File: config.mk
export PLATFORM = sky130hd
export DESIGN_NAME = alu_operand_stage
export DESIGN_NICKNAME = d
export VERILOG_FILES = /design/src/rtl/alu_operand_stage.sv
export SDC_FILE = /design/constraint.sdc
export NUM_CORES = 1
export LEC_CHECK = 0
export CORE_AREA = 2 2 212 214
export CTS_CLUSTER_DIAMETER = 50
export DETAILED_ROUTE_END_ITERATION = 6
export DIE_AREA = 0 0 214 216
export DONT_BUFFER_PORTS = 1
export PLACE_DENSITY = 0.55
export SETUP_SLACK_MARGIN = 0.4
export SLEW_MARGIN = 40
export SYNTH_ARGS = -nofsm -noshare
export SYNTH_HDL_FRONTEND = slang
export SYNTH_SLANG_ARGS = --single-unit
File: constraint.sdc
create_clock -name clk -period 6.9 [get_ports clk]
set_input_delay 2.07 -clock clk [delete_from_list [all_inputs] [get_ports clk]]
set_output_delay 2.07 -clock clk [all_outputs]
set_load 0.1 [all_outputs]
File: src/rtl/alu_operand_stage.sv
// Execute-stage controller in front of the 16-bit ALU: decodes one instruction, owns rf and PSR, writes back in 3 cycles.
// Optional: REG_ZERO_HARDWIRE_EN makes r0 read as zero and discards writes to it.
module alu_operand_stage #(
  parameter int BIT_WIDTH    = 16,
  parameter int OPCODE_WIDTH = 8,
  parameter int FLAG_WIDTH   = 5,
  parameter int NUM_REGS     = 16
) (
  input  logic                    clk,
  input  logic                    reset,
  input  logic [15:0]             instr,
  input  logic                    instr_valid,
  output logic                    instr_ready,
  output logic [BIT_WIDTH-1:0]    alu_rdest,
  output logic [BIT_WIDTH-1:0]    alu_rsrc_imm,
  output logic [OPCODE_WIDTH-1:0] alu_opcode,
  input  logic [BIT_WIDTH-1:0]    alu_result,
  input  logic [FLAG_WIDTH-1:0]   alu_flags,
  output logic                    wb_done,
  output logic [FLAG_WIDTH-1:0]   psr,
  output logic                    illegal,
  input  logic [3:0]              dbg_addr,
  output logic [BIT_WIDTH-1:0]    dbg_data
);
  typedef enum logic [1:0] {IDLE, EXEC, DONE} state_t;

  state_t state, state_nxt;
  logic [15:0] ir;
  logic [NUM_REGS-1:0][BIT_WIDTH-1:0] rf, rf_view;
  logic [3:0] op, rd, ext, rs;
  logic [7:0] imm8, opc;
  logic legal, reg_form, sx_imm, zx_imm, sh_imm, is_nop, is_cmp, rf_we, psr_we;

  assign op   = ir[15:12];
  assign rd   = ir[11:8];
  assign ext  = ir[7:4];
  assign rs   = ir[3:0];
  assign imm8 = ir[7:0];
  assign opc  = {op, ext};

  always_comb begin
    legal    = 1'b0;
    reg_form = 1'b0;
    sx_imm   = 1'b0;
    zx_imm   = 1'b0;
    sh_imm   = 1'b0;
    case (op)
      4'h0: begin
        reg_form = 1'b1;
        legal    = (ext <= 4'h7) || (ext == 4'h9) || (ext == 4'hB);
      end
      4'h5, 4'h9, 4'hB: begin legal = 1'b1; sx_imm = 1'b1; end
      4'h6, 4'h7:       begin legal = 1'b1; zx_imm = 1'b1; end
      4'h8: begin
        case (ext)
          4'h0, 4'h1, 4'h2, 4'h3, 4'hA, 4'hB: begin legal = 1'b1; sh_imm = 1'b1; end
          4'h4, 4'h6, 4'h8, 4'h9:             begin legal = 1'b1; reg_form = 1'b1; end
          default: ;
        endcase
      end
      default: ;
    endcase
  end

  assign is_nop = (opc == 8'h00);
  assign is_cmp = (opc == 8'h0B) || (op == 4'hB);
  assign psr_we = legal && !is_nop;

  // Zero-register variant: mask the read view and suppress the write enable.
  always_comb begin
    rf_view = rf;
    rf_we   = legal && !is_nop && !is_cmp;
`ifdef REG_ZERO_HARDWIRE_EN
    rf_view[0] = '0;
    if (rd == 4'd0) rf_we = 1'b0;
`endif
  end

  assign dbg_data    = rf_view[dbg_addr];
  assign instr_ready = (state == IDLE);

  always_comb begin
    state_nxt = state;
    case (state)
      IDLE:    if (instr_valid) state_nxt = EXEC;
      EXEC:    state_nxt = DONE;
      DONE:    state_nxt = IDLE;
      default: state_nxt = IDLE;
    endcase
  end

  // Operands are combinational from rf, so rd == rs sees the pre-write value.
  always_comb begin
    alu_opcode   = '0;
    alu_rdest    = '0;
    alu_rsrc_imm = '0;
    if (state == EXEC) begin
      alu_opcode = opc;
      alu_rdest  = rf_view[rd];
      if (reg_form)    alu_rsrc_imm = rf_view[rs];
      else if (sx_imm) alu_rsrc_imm = {{(BIT_WIDTH-8){imm8[7]}}, imm8};
      else if (zx_imm) alu_rsrc_imm = {{(BIT_WIDTH-8){1'b0}}, imm8};
      else if (sh_imm) alu_rsrc_imm = {{(BIT_WIDTH-4){1'b0}}, rs};
    end
  end

  always_ff @(posedge clk) begin
    if (reset) begin
      state   <= IDLE;
      ir      <= '0;
      rf      <= '0;
      psr     <= '0;
      illegal <= 1'b0;
      wb_done <= 1'b0;
    end else begin
      state   <= state_nxt;
      wb_done <= (state == EXEC);
      if (state == IDLE && instr_valid) ir <= instr;
      if (state == EXEC) begin
        if (rf_we)  rf[rd] <= alu_result;
        if (psr_we) psr    <= alu_flags;
        if (!legal) illegal <= 1'b1;
      end
    end
  end
endmodule

== Yosys cells after proc, flatten, opt, wreduce, memory -nomap -nowiden ==
Cells that the tools add are included.

* Flip-flop bits (word level): 281
* Input bits: 44
* Logic and storage cells: 93
* Output and inout port bits: 64

* Mux-type cells: 26
* Bitwise gates (word level): 1
* Reductions and logical operators: 22
* Order comparisons: 5
* Equality and inequality tests: 18

{| class="wikitable"
|+ Operator list
! kind !! count
|-
| bitwise mux 256 bit || 1
|-
| binary-select mux 16 bit (select 4 bit) || 3
|-
| 2-to-1 mux 16 bit || 8
|-
| demux 16 bit (select 4 bit) || 1
|-
| == test 4 bit (second input constant) || 7
|-
| == test 4 x 3 -> 1 bit (second input constant) || 5
|-
| 2-to-1 mux 8 bit || 2
|-
| less-than comparator 4 x 5 -> 1 bit (second input constant) || 3
|-
| OR reduction 10 bit || 1
|-
| == test 4 x 2 -> 1 bit (second input constant) || 2
|-
| == test 8 x 4 -> 1 bit (second input constant) || 1
|-
| logical NOT 4 bit || 2
|-
| logical NOT 8 bit || 1
|-
| 2-to-1 mux 1 bit || 6
|-
| AND reduction 2 bit || 3
|-
| OR reduction 6 bit || 1
|-
| OR reduction 5 bit || 1
|-
| == test 4 x 1 -> 1 bit (second input constant) || 1
|-
| greater-or-equal comparator 4 x 1 -> 1 bit (second input constant) || 1
|-
| <= comparator 4 x 3 -> 1 bit (second input constant) || 1
|-
| logical AND 1 bit || 4
|-
| 2-to-1 mux 4 bit || 1
|-
| case mux 2 bit (2 select lines) || 1
|-
| OR reduction 4 bit || 1
|-
| other kinds (11) || 14
|}

== Longest topological paths before layout ==
Gate-level depths: netlist (run 1).

* Depth in word-level cells: 9
* Depth in mapped cells: 9

== Worst setup path after synthesis (run 1) ==
Ideal clock, no wire load.

* Path kind: input -> output
* Start: input dbg_addr[0]
* End: output dbg_data[0]
* Arrival: 4.295 ns
* Slack: 0.535 ns
* Cell stages on the path: 4
* Path through: clkbuf_1 buf_1 mux4_2 mux4_2

* Cells in the longest elaborated chain, start to end: 2

{| class="wikitable"
|+ Ends and longest elaborated chain
! element !! RTL line !! text
|-
| start: declaration || 22 || <nowiki>input logic [3:0] dbg_addr,</nowiki>
|-
| binary-select mux 16 bit (select 4 bit) || 79 || <nowiki>assign dbg_data = rf_view[dbg_addr];</nowiki>
|-
| 2-to-1 mux 16 bit (implied by the code) || 79 ||
|-
| end: declaration || 23 || <nowiki>output logic [BIT_WIDTH-1:0] dbg_data</nowiki>
|}

No other way between the ends. The select of a mux whose other input is x is not followed.

== Final worst setup path (run 1) ==
* Start: input dbg_addr[0]
* End: output dbg_data[13]

The elaborated chain is that of the path after synthesis.

==> results.py, run 1 <==
metrics = {
    "status": {
        "status": "completed",
    },
    "timing": {
        "drv_slew": 0,
        "slew_headroom": 0.4204,
        "clock_skew_ns": 0.01441,
        "worst_pin_slew_ns": 0.8713,
        "finalSetupTns_ns": 0,
        "hold_viol_final": 0,
        "setup_viol": 0,
        "period_share": 0.7993,
        "period_needed_ns": 5.515,
        "rsz0062_at_grt": "no",
        "fmax_mhz": 181.3,
    },
    "yosys": {
        "synth-edff-count": 0,
        "synth_nets": 1481,
        "synthesis.area_um2": 17310,
        "yosys_warnings": 0,
        "synth-seq-cells": 281,
        "async_flop_share": 0,
        "synth_top_flop_cell": "dfxtp_1",
        "ys_types": 42,
        "netlist_top_cells_area": "dfxtp_1, mux4_2, mux2i_1, nand2b_1, clkbuf_1",
        "synth_top_area_frac": 0.3250,
        "synthCells": 1437,
        "post_synth.cell_area_avg_um2": 12.05,
        "synth_area_leader_cell": "dfxtp_1",
        "ys_seq_area_frac": 0.3250,
    },
    "clock_network": {
        "hold_buffers": 0,
        "cts_tree": "built",
        "path_clk_slew_ns": 0.06,
        "cts_resized": 0,
        "clk_path_buf_depth": 3,
        "cts_setup_buffers": 0,
        "clock-sinks": 281,
        "clk_latency_ns": 0.53,
        "cts_root_buf": "clkbuf_16",
        "htree_levels": 2,
        "cts_buffers": 39,
    },
    "place": {
        "placed_cells": 1908,
        "dpl.hpwl_mm": 32.47,
        "gp_congestion": 0.7855,
        "portBuffers": 0,
    },
    "die": {
        "core_um2": 43840,
        "num_io_pins": 108,
        "die_area_um2": 46220,
        "fp-row-count": 77,
        "die_h_um": 216,
        "start_util": 0.3949,
        "dieWidth_um": 214,
    },
    "hold_path": {
        "hold_class": "reg2reg",
    },
    "drt": {
        "first_iter_violations": 993,
        "drt_wl_total_mm": 54.11,
        "wl_per_cell_um": 27.31,
        "drc": 0,
        "dr_total_vias": 11880,
        "ant_nets": 0,
        "first_pass_iters": 5,
        "via_per_inst": 5.996,
    },
    "final_layout": {
        "area_growth_pct": 12.01,
        "final_cells": 1981,
        "final_nets": 1401,
        "layout-drive-gt1-share": 0.2908,
    },
    "critical_path": {
        "cp-end-kind": "output port",
        "crit_top_cell": "mux4_2",
        "crit_family": "multiplexers",
        "cpPeakStageDelay_ns": 0.77,
        "critical_path_peak_fanout": 64,
        "slowest_stage": "mux4_2",
        "critical_path_buf_inv_count": 0,
        "start_kind": "input pin",
        "critPathKind": "in2out",
        "worst_ep_arrival_time_ns": 3.45,
        "path_cells": "mux4_2, mux4_2",
        "critPathRequiredTime_ns": 4.83,
    },
    "global_routing": {
        "grt_pass1_vias": 12240,
        "grt_pass1_wl_mm": 81.52,
        "grt_usage": 0.2338,
        "grt-ovfl-total": 0,
        "grt_antenna_before_repair": 3,
        "grt_max_degree": 298,
    },
    "pwr": {
        "p_leak_nw": 6.505,
        "peakVddDrop_mv": 0.1591,
        "power.density_nw_per_um2": 209.3,
        "p_clk_frac": 0.497,
        "power_frac_comb": 0.085,
        "switching_share": 0.2576,
        "seqPwrFrac": 0.418,
        "power.switching_mw": 1.046,
        "p_int_mw": 3.013,
    },
    "flow_run": {
        "drv_cap": 0,
    },
}
-- cell type report --
type | count | area, µm²
Clock inverter | 22 | 221.5
Inverter | 4 | 15.01
Sequential cell | 281 | 5657
Antenna cell | 3 | 7.507
Tap cell | 592 | 740.7
Clock buffer | 48 | 1072
Fill cell | 3964 | 24450
Multi-Input combinational cell | 989 | 11170
Timing Repair Buffer | 42 | 500.5
-- flip-flops by register name (all words and copies together) (netlist names) --
name     count
rf         256
illegal      1
wb_done      1
state        2
ir          16
psr          5
-- power by group through the flow --
stage | combinational [mW] | sequential [mW] | clock (mW)
2_1_floorplan | 0.310 | 1.69 | 0
4_1_cts | 0.345 | 1.70 | 2.07
3_5_place_dp | 0.344 | 1.73 | 0
6_report | 0.343 | 1.70 | 2.02
5_1_grt | 0.361 | 1.70 | 2.14
3_3_place_gp | 0.318 | 1.74 | 0
-- synth_stat cells (all sizes together) (2+ instances only) --
library cell and count:
dfxtp 281, or4 6, a22o 7, mux2i 280, o21ai 6, a21o 2
o31a 3, nand4b 3, buf 59, inv 4, nor4 9, nand2b 279
mux4 224, nor2 22, a21oi 27, clkbuf 104, nand3 8, nor2b 10
a211oi 7, nand2 40, nor4b 2, o211a 2, a31oi 4, o211ai 3
and2 23, or3 3, a221oi 8
-- worst paths after layout --
kind / start / end / slack (ns) / cells past startpoint
setup / recovery: dbg_addr[0] / dbg_data[13] / 1.38 / 2
hold / removal: rf[243] / rf[243] / 0.50 / 2
setup reg to reg: ir[4] / rf[254] / 3.66 / 7
hold reg to reg: rf[243] / rf[243] / 0.50 / 2
-- routing by layer --
metal | part of all wire | global-route usage | vias to the layer above
li1 | - | - | 5195
met4 | 0.026 | 0.07273 | 0
met5 | 0 | 0 | -
met3 | 0.069 | 0.05525 | 80
met2 | 0.48 | 0.3898 | 404
met1 | 0.42 | 0.3009 | 6199
-- per-stage QoR --
step / hold slack (ns) / utilization / setup WS, ns / power (mW) / cell area, µm²
after floorplan: 0.4650 / - / 0.5352 / 2.003 / 17310
after global placement: 0.4805 / 0.4050 / 1.432 / 2.054 / 17750
after detailed placement: 0.4835 / 0.4126 / 1.411 / 2.076 / 18090
after CTS: 0.4966 / 0.4421 / 1.373 / 4.111 / 19380
after global routing: 0.5175 / 0.4422 / 1.268 / 4.199 / 19390
final: 0.4970 / 0.4423 / 1.385 / 4.058 / 19390
-- cells by family (layout without fill, tap and decap cells) --
logic type,after synthesis,count (layout),share of synthesized area
multiplexers,504,504,0.4533
AO/OA/AOI/OAI,75,75,0.02942
flip-flops,281,281,0.3250
other,0,3,0
buffers and inverters,167,116,0.04409
AND/OR/NAND/NOR,410,410,0.1482
-- placed cells by master (no fill, tap or decap), types with 10 or more instances in the layout --
master	count
dfxtp_1	266
nor2_1	15
mux2i_1	280
buf_4	32
dfxtp_2	10
a21oi_1	27
nand2_1	40
and2_2	21
mux4_2	224
nand2b_1	279
clkbuf_16	41
No activity file was read; power rests on OpenSTA's default activity.
==> run 2, diff against run 1 <==
- PLACE_DENSITY: 0.55 -> 0.57
- clock period: 6.9 -> 4.5 ns (I/O delays scaled with it)
==> run 2 against run 1 <==
Compared with the run above: critical path depth up 3; design area is 1.4% higher; clock-buffer cell count increased by 1; setup slack got worse by 0.95 ns; non-clock buffer count grew 33; combinational power up 65%; via count fell by 0.49%; clock skew up 0.0085 ns; clock power rose by 62%; sequential power is 52% higher; highest routed layer is now met5.
==> results.py, run 2 (synthesized netlist as in run 1, its figures left out) <==
metrics = {
    "clock_network": {
        "clk_path_buf_depth": 3,
        "clock-sinks": 281,
        "cts_tree": "built",
        "path_clk_slew_ns": 0.06,
        "htree_levels": 2,
        "clk_latency_ns": 0.54,
        "cts_buffers": 38,
        "hold_buffers": 0,
        "cts_root_buf": "clkbuf_16",
    },
    "hold_path": {
        "min-delay-start": "rf[236]",
        "min_to": "rf[236]",
        "holdPathStages": 2,
        "hold_class": "reg2reg",
    },
    "pwr": {
        "power.density_nw_per_um2": 326.1,
        "p_leak_nw": 6.694,
        "p_total_mw": 6.413,
        "peakVddDrop_mv": 0.2724,
    },
    "critical_path": {
        "r2r-start": "ir[4]",
        "critPathKind": "reg2out",
        "cp-end-kind": "output port",
        "start_kind": "flop",
        "critical_path_peak_fanout": 18,
        "r2r_slack_ns": 1.11,
        "critPathRequiredTime_ns": 3.15,
        "reg2regPathDepth": 7,
        "timing.rr.end": "rf[253]",
        "worst_ep_arrival_time_ns": 2.72,
    },
    "timing": {
        "rsz0062_at_grt": "yes",
        "finalSetupTns_ns": 0,
        "drv_slew": 0,
        "slew_headroom": 0.4233,
        "period_needed_ns": 4.065,
        "clock_skew_ns": 0.02295,
        "worst_pin_slew_ns": 0.8669,
        "fmax_mhz": 246.0,
        "period_share": 0.9034,
        "whs_ns": 0.4884,
        "setup_slack_ns": 0.4348,
        "hold_viol_final": 0,
        "setup_viol": 0,
    },
    "status": {
        "status": "completed",
    },
    "place": {
        "portBuffers": 0,
        "place_area_um2": 18120,
        "pre_cts_ws_ns": 0.4605,
        "placed_cells": 1927,
        "dpl.hpwl_mm": 31.05,
        "gp_congestion": 0.8082,
    },
    "die": {
        "start_util": 0.3949,
        "core_um2": 43840,
        "fp-row-count": 77,
        "num_io_pins": 108,
        "die_area_um2": 46220,
        "dieWidth_um": 214,
        "die_h_um": 216,
    },
    "drt": {
        "wl_per_cell_um": 25.31,
        "ant_nets": 0,
        "first_pass_iters": 5,
        "drc": 0,
        "via_per_inst": 5.878,
        "first_iter_violations": 893,
        "drt_wl_total_mm": 50.90,
        "dr_total_vias": 11820,
    },
    "final_layout": {
        "layout-drive-gt1-share": 0.3037,
        "design_area_um2": 19670,
        "area_growth_pct": 13.63,
        "utilization": 0.4487,
        "n_antenna_cell": 0,
        "final_cells": 2011,
        "largest_reg_flops": 256,
        "final_cell_mix": "mux2i_1, nand2b_1, dfxtp_1, mux4_2, buf_4",
        "fillerInstances": 3944,
        "top_regs": "rf (256), ir (16), psr (5)",
        "final_nets": 1433,
        "regMostFlops": "rf",
        "layout_commonest_cell": "mux2i_1",
    },
    "global_routing": {
        "busiest_layer": "met2",
        "grt_max_degree": 298,
        "grt_use_met3": 0.04426,
        "grt_antenna_before_repair": 1,
        "grt_pass1_vias": 11990,
        "grt_pass1_wl_mm": 77.38,
        "grt_usage": 0.2196,
        "grt-ovfl-total": 0,
        "met1_usage": 0.2859,
        "globalRouteMet2Util": 0.3627,
    },
    "flow_run": {
        "drv_cap": 0,
    },
}
-- run 2: cell count changes in the layout (fill, tap and decap cells not counted), sizes merged --
cell / change
bufinv: +2
inv: +3
clkinvlp: -2
clkinv: -4
diode: -3
buf: +32
clkbuf: +2
-- run 2: worst max-delay path by stage --
stage / from / to / slack, ns / cells after the start
2_1_floorplan: ir[0] / alu_rsrc_imm[8] / 0.05 / 6
5_1_grt: ir[8] / alu_rdest[3] / 0.38 / 5
4_1_cts: ir[8] / alu_rdest[4] / 0.38 / 5
3_5_place_dp: dbg_addr[0] / dbg_data[0] / 0.46 / 2
3_3_place_gp: dbg_addr[0] / dbg_data[0] / 0.48 / 2
6_report: ir[8] / alu_rdest[1] / 0.43 / 5
-- run 2: metal layers --
metal	up-vias	share of wire
met4	2	0.034
met2	343	0.48
met1	6117	0.43
li1	5263	-
met5	-	0.00020
met3	95	0.055
-- run 2: where the power goes --
part           internal (mW)  leakage (nW)  switching (mW)  total (mW)
combinational          0.244          3.75           0.323       0.567
clock                   2.04         0.671            1.23        3.27
sequential              2.51          2.27          0.0687        2.58
-- run 2: repair_timing --
item                                    CTS  global route
setup buffers                             7             6
endpoints found under the setup margin   29            20
cloned                                    0             1
gates resized for setup                  15             7
-- run 2: cell type report --
class,count,area (µm²),share of cell area
multi-input combinational,989,11180,0.5682
inverter,4,15.01,0.0007634
clock buffer,49,1106,0.05623
timing repair buffer,75,714.4,0.03632
tap,592,740.7,0.03766
clock inverter,21,261.5,0.01330
sequential,281,5655,0.2875
-- run 2: critical path, stage by stage (launching register included) --
cell and delay [ns]:
dfxtp_4 0.47, buf_12 0.23, mux4_2 0.52, mux4_2 0.52, and2_1 0.18, buf_4 0.23
==> run 3, diff against run 2 <==
- DONT_BUFFER_PORTS: 1 -> default
- PLACE_DENSITY: 0.57 -> 0.6
==> run 3 against run 2 <==
Compared with the run above: register-to-register slack hardly changed; sequential cell count did not move; first-iteration DRC count grew 6.6%; design area is 8.5% higher; sequential share of layout area is 2.3 points lower; sequential power about the same; highest routed layer is now met4; largest cell class unchanged.
==> results.py, run 3 (synthesized netlist as in run 1, its figures left out) <==
metrics = {
    "status": {
        "status": "completed",
    },
    "final_layout": {
        "register_area_um2": 5648,
        "n_antenna_cell": 0,
        "final_nets": 1559,
        "largest_reg_flops": 256,
        "regMostFlops": "rf",
        "layout_commonest_cell": "mux2i_1",
        "fillerInstances": 3842,
        "final_cell_mix": "mux2i_1, nand2b_1, dfxtp_1, mux4_2, buf_4",
        "layout-drive-gt1-share": 0.3120,
        "design_area_um2": 21340,
        "area_growth_pct": 23.28,
        "multi_input_comb_area_um2": 11090,
        "top_regs": "rf (256), ir (16), psr (5)",
    },
    "timing": {
        "whs_ns": 0.4735,
        "worst_pin_slew_ns": 0.8583,
        "hold_viol_final": 0,
        "finalSetupTns_ns": 0,
        "period_share": 0.9475,
        "rsz0062_at_grt": "yes",
        "drv_slew": 0,
        "period_needed_ns": 4.264,
        "fmax_mhz": 234.5,
        "clock_skew_ns": 0.01325,
        "slew_headroom": 0.4278,
        "setup_viol": 0,
    },
    "drt": {
        "dr_total_vias": 12470,
        "first_pass_iters": 5,
        "wl_per_cell_um": 25.05,
        "first_iter_violations": 952,
        "ant_nets": 0,
        "via_per_inst": 5.836,
        "drc": 0,
        "drt_wl_total_mm": 53.52,
    },
    "global_routing": {
        "globalRouteMet2Util": 0.3547,
        "grt_antenna_before_repair": 0,
        "grt_usage": 0.2247,
        "met1_usage": 0.3140,
        "grt-ovfl-total": 0,
        "grt_pass1_wl_mm": 78.78,
        "grt_pass1_vias": 12370,
        "grt_max_degree": 89,
        "grt_use_met3": 0.03876,
        "busiest_layer": "met2",
    },
    "clock_network": {
        "clk_latency_ns": 0.53,
        "clock-sinks": 281,
        "path_clk_slew_ns": 0.05,
        "cts_root_buf": "clkbuf_16",
        "clk_path_buf_depth": 3,
        "cts_buffers": 38,
        "htree_levels": 2,
        "cts_tree": "built",
        "hold_buffers": 0,
    },
    "critical_path": {
        "critical_path_buf_inv_count": 3,
        "crit_family": "multiplexers",
        "path_cells": "buf_16, buf_12, mux4_2, mux4_2, buf_12",
        "critPathKind": "in2out",
        "cp-end-kind": "output port",
        "worst_ep_arrival_time_ns": 2.91,
        "start_kind": "input pin",
        "slowest_stage": "mux4_2",
        "cpPeakStageDelay_ns": 0.55,
        "critPathRequiredTime_ns": 3.15,
        "critical_path_peak_fanout": 10,
    },
    "pwr": {
        "peakVddDrop_mv": 0.1875,
        "p_leak_nw": 7.474,
        "p_total_mw": 6.402,
        "power.density_nw_per_um2": 300.0,
    },
    "place": {
        "dpl.hpwl_mm": 33.34,
        "place_area_um2": 19510,
        "portBuffers": 107,
        "gp_congestion": 0.8171,
    },
    "die": {
        "num_io_pins": 108,
        "die_h_um": 216,
        "core_um2": 43840,
        "fp-row-count": 77,
        "start_util": 0.3949,
        "dieWidth_um": 214,
        "die_area_um2": 46220,
    },
    "flow_run": {
        "drv_cap": 0,
    },
    "hold_path": {
        "hold_class": "reg2reg",
    },
}
run 3: changes by cell type in the layout (fill, tap and decap cells not counted), sizes merged:
cell / change
bufinv: -3
buf: +84
clkinv: +7
inv: -5
clkdlybuf4s50: +39
clkinvlp: -1
clkbuf: +5
run 3: path summary, 6_finish.rpt:
kind | from | endpoint | slack [ns] | depth (start not counted)
worst max-delay path | dbg_addr[0] | dbg_data[0] | 0.24 | 5
worst min-delay path | psr[4] | psr[4] | 0.47 | 2
worst max register to register | ir[4] | rf[156] | 1.10 | 7
worst min register to register | psr[4] | psr[4] | 0.47 | 2
run 3: timing repair:
| action | CTS | global route |
|---|---|---|
| setup endpoints to repair | 41 | 29 |
| buffers inserted | 10 | 12 |
| resized for setup | 13 | 3 |
| cloned | 3 | 4 |
run 3: area by class of cell:
cell class,instances,area share
Clock inverter,19,0.008150
Timing Repair Buffer,201,0.1197
Sequential cell,281,0.2647
Multi-Input combinational cell,989,0.5199
Clock buffer,51,0.05218
Tap cell,592,0.03471
Inverter,4,0.0007036
run 3: power by group:
group | switching, mW | internal [mW] | leakage (nW)
Clock | 1.19 | 1.87 | 0.631
Combinational | 0.442 | 0.341 | 4.57
Sequential | 0.0521 | 2.51 | 2.27
Total | 1.69 | 4.72 | 7.47
run 3: metal layers:
layer,part of all wire,wire [µm]
met5,0,0
met3,0.070,3725
met2,0.46,24540
met4,0.033,1763
met1,0.44,23490
run 3: through the flow:
stage / utilization / instances / worst slack [ns]
floorplan: - / 1437 / 0.05497
global placement: 0.4457 / 2037 / 0.07346
detailed placement: 0.4450 / 2038 / 0.04616
CTS: 0.4805 / 2121 / 0.1600
global route: 0.4868 / 2137 / 0.2144
finish: 0.4868 / 2137 / 0.2361
run 3: worst reg2reg max path, stage by stage (launching register included):
cell	delay, ns
dfxtp_1	0.44
inv_1	0.13
a2111oi_1	0.66
o31ai_4	0.24
buf_4	0.29
or4_1	0.93
buf_4	0.39
mux2i_1	0.16
